### config.mk
export PLATFORM = sky130hd
export DESIGN_NAME = graphics_datapath
export DESIGN_NICKNAME = d
export VERILOG_FILES = /design/src/rtl/graphics_datapath.sv
export SDC_FILE = /design/constraint.sdc
export NUM_CORES = 1
export LEC_CHECK = 0
export BUFFER_PORTS_ARGS = -buffer_cell sky130_fd_sc_hd__buf_4
export CORE_MARGIN = 5
export CORE_UTILIZATION = 55
export CTS_CLUSTER_SIZE = 40
export DETAILED_ROUTE_END_ITERATION = 8
export PLACE_DENSITY = 0.82
export RECOVER_POWER = 25
export SYNTH_ARGS = -nofsm -noshare
export SYNTH_HDL_FRONTEND = slang
export SYNTH_SLANG_ARGS = --single-unit
### constraint.sdc
create_clock -name clock -period 2.2 [get_ports clock]
set_input_delay 0.44 -clock clock [delete_from_list [all_inputs] [get_ports clock]]
set_output_delay 0.44 -clock clock [all_outputs]
set_load 0.05 [all_outputs]
### src/rtl/graphics_datapath.sv
// Graphics datapath: tile/colour hold, 8x8 pixel scan,
// LFSR tile picker and random-sequence buffer.
module graphics_datapath #(
  parameter logic [7:0] X0        = 8'd64,
  parameter logic [6:0] Y0        = 7'd48,
  parameter logic [7:0] PITCH     = 8'd10,
  parameter logic [7:0] SEED      = 8'hA5,
  parameter int         SEQ_DEPTH = 16
) (
  input  logic       clock,
  input  logic       reset,
  input  logic       ld_tile,
  input  logic       random_enable,
  input  logic [1:0] tile_num,
  input  logic       ld_flash,
  input  logic       ld_previous,
  input  logic       write_enable,
  input  logic       counter_enable,
  input  logic       clear_seq,
  input  logic [3:0] rd_addr,
  output logic [7:0] x,
  output logic [6:0] y,
  output logic [2:0] colour,
  output logic       plot,
  output logic [1:0] cur_tile,
  output logic [1:0] rd_tile,
  output logic [4:0] seq_len,
  output logic       seq_full
);

  logic [5:0] cnt;
  logic [7:0] lfsr;
  logic [2:0] held;
  logic [1:0] mem [SEQ_DEPTH];
  logic       load;
  logic [1:0] new_tile;
  logic       append;
  logic       fb;
  logic [7:0] ox;
  logic [6:0] oy;

  function automatic logic [2:0] base(input logic [1:0] t);
    logic [2:0] c;
    c = 3'b100;
    unique case (t)
      2'd0: c = 3'b100;
      2'd1: c = 3'b010;
      2'd2: c = 3'b001;
      2'd3: c = 3'b110;
    endcase
    return c;
  endfunction

  assign load     = ld_tile | ld_flash | ld_previous;
  assign new_tile = random_enable ? lfsr[1:0] : tile_num;
  assign seq_full = (seq_len == 5'(SEQ_DEPTH));
  assign append   = ld_tile & random_enable
                  & ~seq_full & ~clear_seq;
  assign fb       = lfsr[7] ^ lfsr[5] ^ lfsr[4] ^ lfsr[3];
  assign ox = X0 + (cur_tile[0] ? PITCH : 8'd0);
  assign oy = Y0 + (cur_tile[1] ? PITCH[6:0] : 7'd0);

  // held tile and colour, loads in priority order
  always_ff @(posedge clock) begin
    if (reset) begin
      cur_tile <= 2'd0;
      held     <= 3'd0;
    end else if (ld_tile) begin
      cur_tile <= new_tile;
      held     <= base(new_tile);
    end else if (ld_flash) begin
      held <= 3'b111;
    end else if (ld_previous) begin
      held <= base(cur_tile);
    end
  end

  // pixel counter, cleared by any load
  always_ff @(posedge clock) begin
    if (reset)               cnt <= 6'd0;
    else if (load)           cnt <= 6'd0;
    else if (counter_enable) cnt <= cnt + 6'd1;
  end

  // registered pixel output from the pre-increment count
  always_ff @(posedge clock) begin
    if (reset) begin
      x      <= X0;
      y      <= Y0;
      colour <= 3'd0;
      plot   <= 1'b0;
    end else if (write_enable && !load) begin
      x      <= ox + {5'd0, cnt[2:0]};
      y      <= oy + {4'd0, cnt[5:3]};
      colour <= held;
      plot   <= 1'b1;
    end else begin
      plot <= 1'b0;
    end
  end

  // LFSR advances whenever random mode is on
  always_ff @(posedge clock) begin
    if (reset)              lfsr <= SEED;
    else if (random_enable) lfsr <= {lfsr[6:0], fb};
  end

  // sequence length; clear beats a same-cycle append
  always_ff @(posedge clock) begin
    if (reset)          seq_len <= 5'd0;
    else if (clear_seq) seq_len <= 5'd0;
    else if (append)    seq_len <= seq_len + 5'd1;
  end

  // buffer storage keeps contents across reset and clear
  always_ff @(posedge clock) begin
    if (append) mem[seq_len[3:0]] <= new_tile;
  end

  // synchronous read, old data on same-index write
  always_ff @(posedge clock) begin
    if (reset) rd_tile <= 2'd0;
    else       rd_tile <= mem[rd_addr];
  end

endmodule
==> run_results.csv <==
group,metric,value,unit
worst_setup_path,crit_family,"simple AND/OR/NAND/NOR gates",
routing,drt_wl_total,6321,microns
floorplan,die_w,87.70,microns
clock_network,clk_latency,0.35,ns
clock_network,path_clk_slew,0.08,ns
flow_run,max-cap-violations,0,
grt,grt_usage,0.1803,
placement,port_buffers,40,
timing,setup_viol,0,
floorplan,die_area,7691,sq um
grt,grt_pass1_vias,2208,
floorplan,coreArea,5886,sq um
routing,wl_per_cell,15.42,microns
synth,avgSynthCellArea,11.37,sq um
timing,fmax,505.8,MHz
synth,postSynthCellCount,292,
synth,ys_seq_area_frac,0.5426,
worst_setup_path,cp_cell_sequence,"clkbuf_1 > and3b_2 > and2_1 > nand2_1 > nor3_1",
worst_setup_path,arrival,1.99,ns
clock_network,clkSinkCount,74,
clock_network,numCtsBuffers,9,
routing,dr.pass1.iters,4,
timing,final_hold_viol_count,0,
worst_setup_path,cp-start-kind,"primary input",
timing,finClkSkew,0.01082,ns
worst_setup_path,end_kind,"register",
routing,num_vias,2182,
clock_network,h-tree-depth,3,
floorplan,io_pins,44,
timing,finalCritPeriodShare,0.8987,
clock_network,postCtsSetupBuffers,0,
grt,grt_first_pass_wirelength,10450,microns
synth,synthArstFlopShare,0,
synth,synth_enable_flop_cells,32,
timing,worst_pin_slew,1.114,ns
cells_and_area,drive_gt1_frac,0.2179,
worst_setup_path,crit_type,"primary input to register",
routing,post-route-drc-count,0,
cells_and_area,n_antenna_cell,0,
placement,place.gp.congestion,0.7769,
floorplan,rows,28,
clock_network,clockBufferDepth,2,
worst_setup_path,critPathMaxStageDelay,0.52,ns
synth,ys_ff_latch,74,
routing,routed_via_density,5.322,
cells_and_area,layout.nets,359,
clock_network,root_buffer,"clkbuf_8",
timing,fin_tns_setup,0,ns
timing,grt_setup_unrepaired,"no",
outcome,outcome,"finished clean",
grt,grt_max_degree,23,
synth,syn-cell-area,3321,sq um
clock_network,cts_hold_buf,0,
routing,drt-initial-drc-count,95,
timing,drv_slew,0,
clock_network,ctsResizeCount,0,
cells_and_area,final_core_util,0.6443,
worst_setup_path,required,2.22,ns
clock_network,cts_tree,"yes",
synth,synth-warning-count,0,
timing,hold_ws,0.3881,ns
cells_and_area,final_common_cell,"dfxtp_1",
cells_and_area,final_cell_mix,"dfxtp_1, buf_4, nand2_1",
grt,grt-ovfl-total,0,
synth,ys.flop_type,"dfxtp_1",
synth,synth_cell_types,44,
timing,relSlewSlack,0.2574,
worst_setup_path,cp_max_fo,11,
pwr,leakage,1.516,nW
pwr,power.density,792.0,nW/um^2
floorplan,die_h,87.70,microns
floorplan,initial_core_util,0.5642,
worst_setup_path,path_buf_inv,1,
placement,dp_hpwl,4490,microns
worst_setup_path,critPathSlowestCell,"clkbuf_1",
worst_hold_path,hp-class,"primary input to register",
grt,antenna_found_initial,0,
timing,timing.final.crit_period,1.977,ns
pwr,irDropWorstVdd,0.5007,mV
routing,ant_nets,0,
cells_and_area,area_growth,14.21,%
-- cells in the mapped netlist (2+ instances only) --
library cell  count  area (sq um)
nand2_1          37         138.9
buf_2             3         15.01
nand2b_1          2         12.51
buf_4             4         30.03
o21a_1            2         15.01
nand3_1           3         15.01
nand2_2           2         12.51
and2_1            2         12.51
buf_6             5         56.30
nor2_1           33         123.9
nor2b_1           2         12.51
edfxtp_1         32         960.9
o22ai_1           2         12.51
ha_1             14         175.2
a21oi_2          10         87.58
xor2_1            7         61.31
o21ai_0           5         25.02
nor3_1            4         20.02
xnor2_1           5         43.79
nand4_1           4         25.02
dfxtp_1          42         840.8
conb_1            2         7.510
inv_1             8         30.03
mux2i_1          27         270.3
a22oi_1           8         60.06
a21oi_1           9         45.04
-- sequential cells by signal (all words and copies together), names as in the netlist, 3 cells and up --
register  count
cnt           6
colour        3
held          3
lfsr          8
mem          32
seq_len       5
x             5
y             7
-- logic make-up (layout without fill, tap and decap cells) --
logic type,after synthesis,count (layout),share of synthesized area
and+or+nand+nor,99,99,0.1473
DFF,74,74,0.5426
AOI/OAI and AO/OA,40,40,0.08440
muxes,28,28,0.08478
buffers and inverters,23,65,0.05425
adders and majority gates,14,14,0.05275
xor gates and xnor gates,12,12,0.03165
other,2,3,0.002262
-- routing by layer --
layer  up-vias  track usage  share of wire
li1       1083            -              -
met1      1036       0.2127           0.43
met2        53       0.3048           0.51
met3        10      0.05362          0.047
met4         0      0.07810          0.015
met5         -            0              0
-- stage by stage --
stage	instance area, sq um	setup slack, ns	power [mW]	cells
global placement	3576	0.3872	1.776	394
floorplan	3324	0.1292	1.719	293
detailed placement	3576	0.3103	1.782	394
finish	3792	0.2229	3.003	410
CTS	3816	0.2567	3.025	410
global route	3792	0.07896	3.126	410
-- power breakdown --
group | total, mW | internal [mW] | leakage (nW) | switching (mW)
combinational | 0.247 | 0.0892 | 0.770 | 0.158
clock | 1.26 | 0.752 | 0.116 | 0.506
sequential | 1.50 | 1.47 | 0.630 | 0.0249
total | 3.00 | 2.31 | 1.52 | 0.689
-- worst register-to-register path, delay by kind of cell (launching register included) --
kind                     cells  cell delay (ns)
adder cells (fa/ha/maj)      1             0.25
buffers and inverters        1             0.10
flip-flops                   1             0.43
AND/OR/NAND/NOR              4             0.78
-- worst paths after layout --
| check | startpoint | endpoint | slack (ns) | cells after the start |
|---|---|---|---|---|
| max | random_enable | mem[2][1]$_DFFE_PP_ | 0.22 | 5 |
| min | counter_enable | cnt[0]$_SDFFE_PP0P_ | 0.39 | 3 |
| max reg2reg | seq_len[0]$_SDFFE_PP0P_ | mem[2][1]$_DFFE_PP_ | 0.32 | 6 |
| min reg2reg | x[2]$_SDFFE_PP0P_ | x[2]$_SDFFE_PP0P_ | 0.47 | 2 |
-- area by class of cell --
type | count | area [sq um]
flip-flops and latches | 74 | 1802
repair buffers | 41 | 300.3
inverters | 8 | 30.03
clock buffers | 9 | 123.9
well taps | 75 | 93.84
multi-input cells | 196 | 1326
clock inverters | 7 | 116.4
fillers | 444 | 2093
Note: power is estimated with default switching activity, not from simulation.
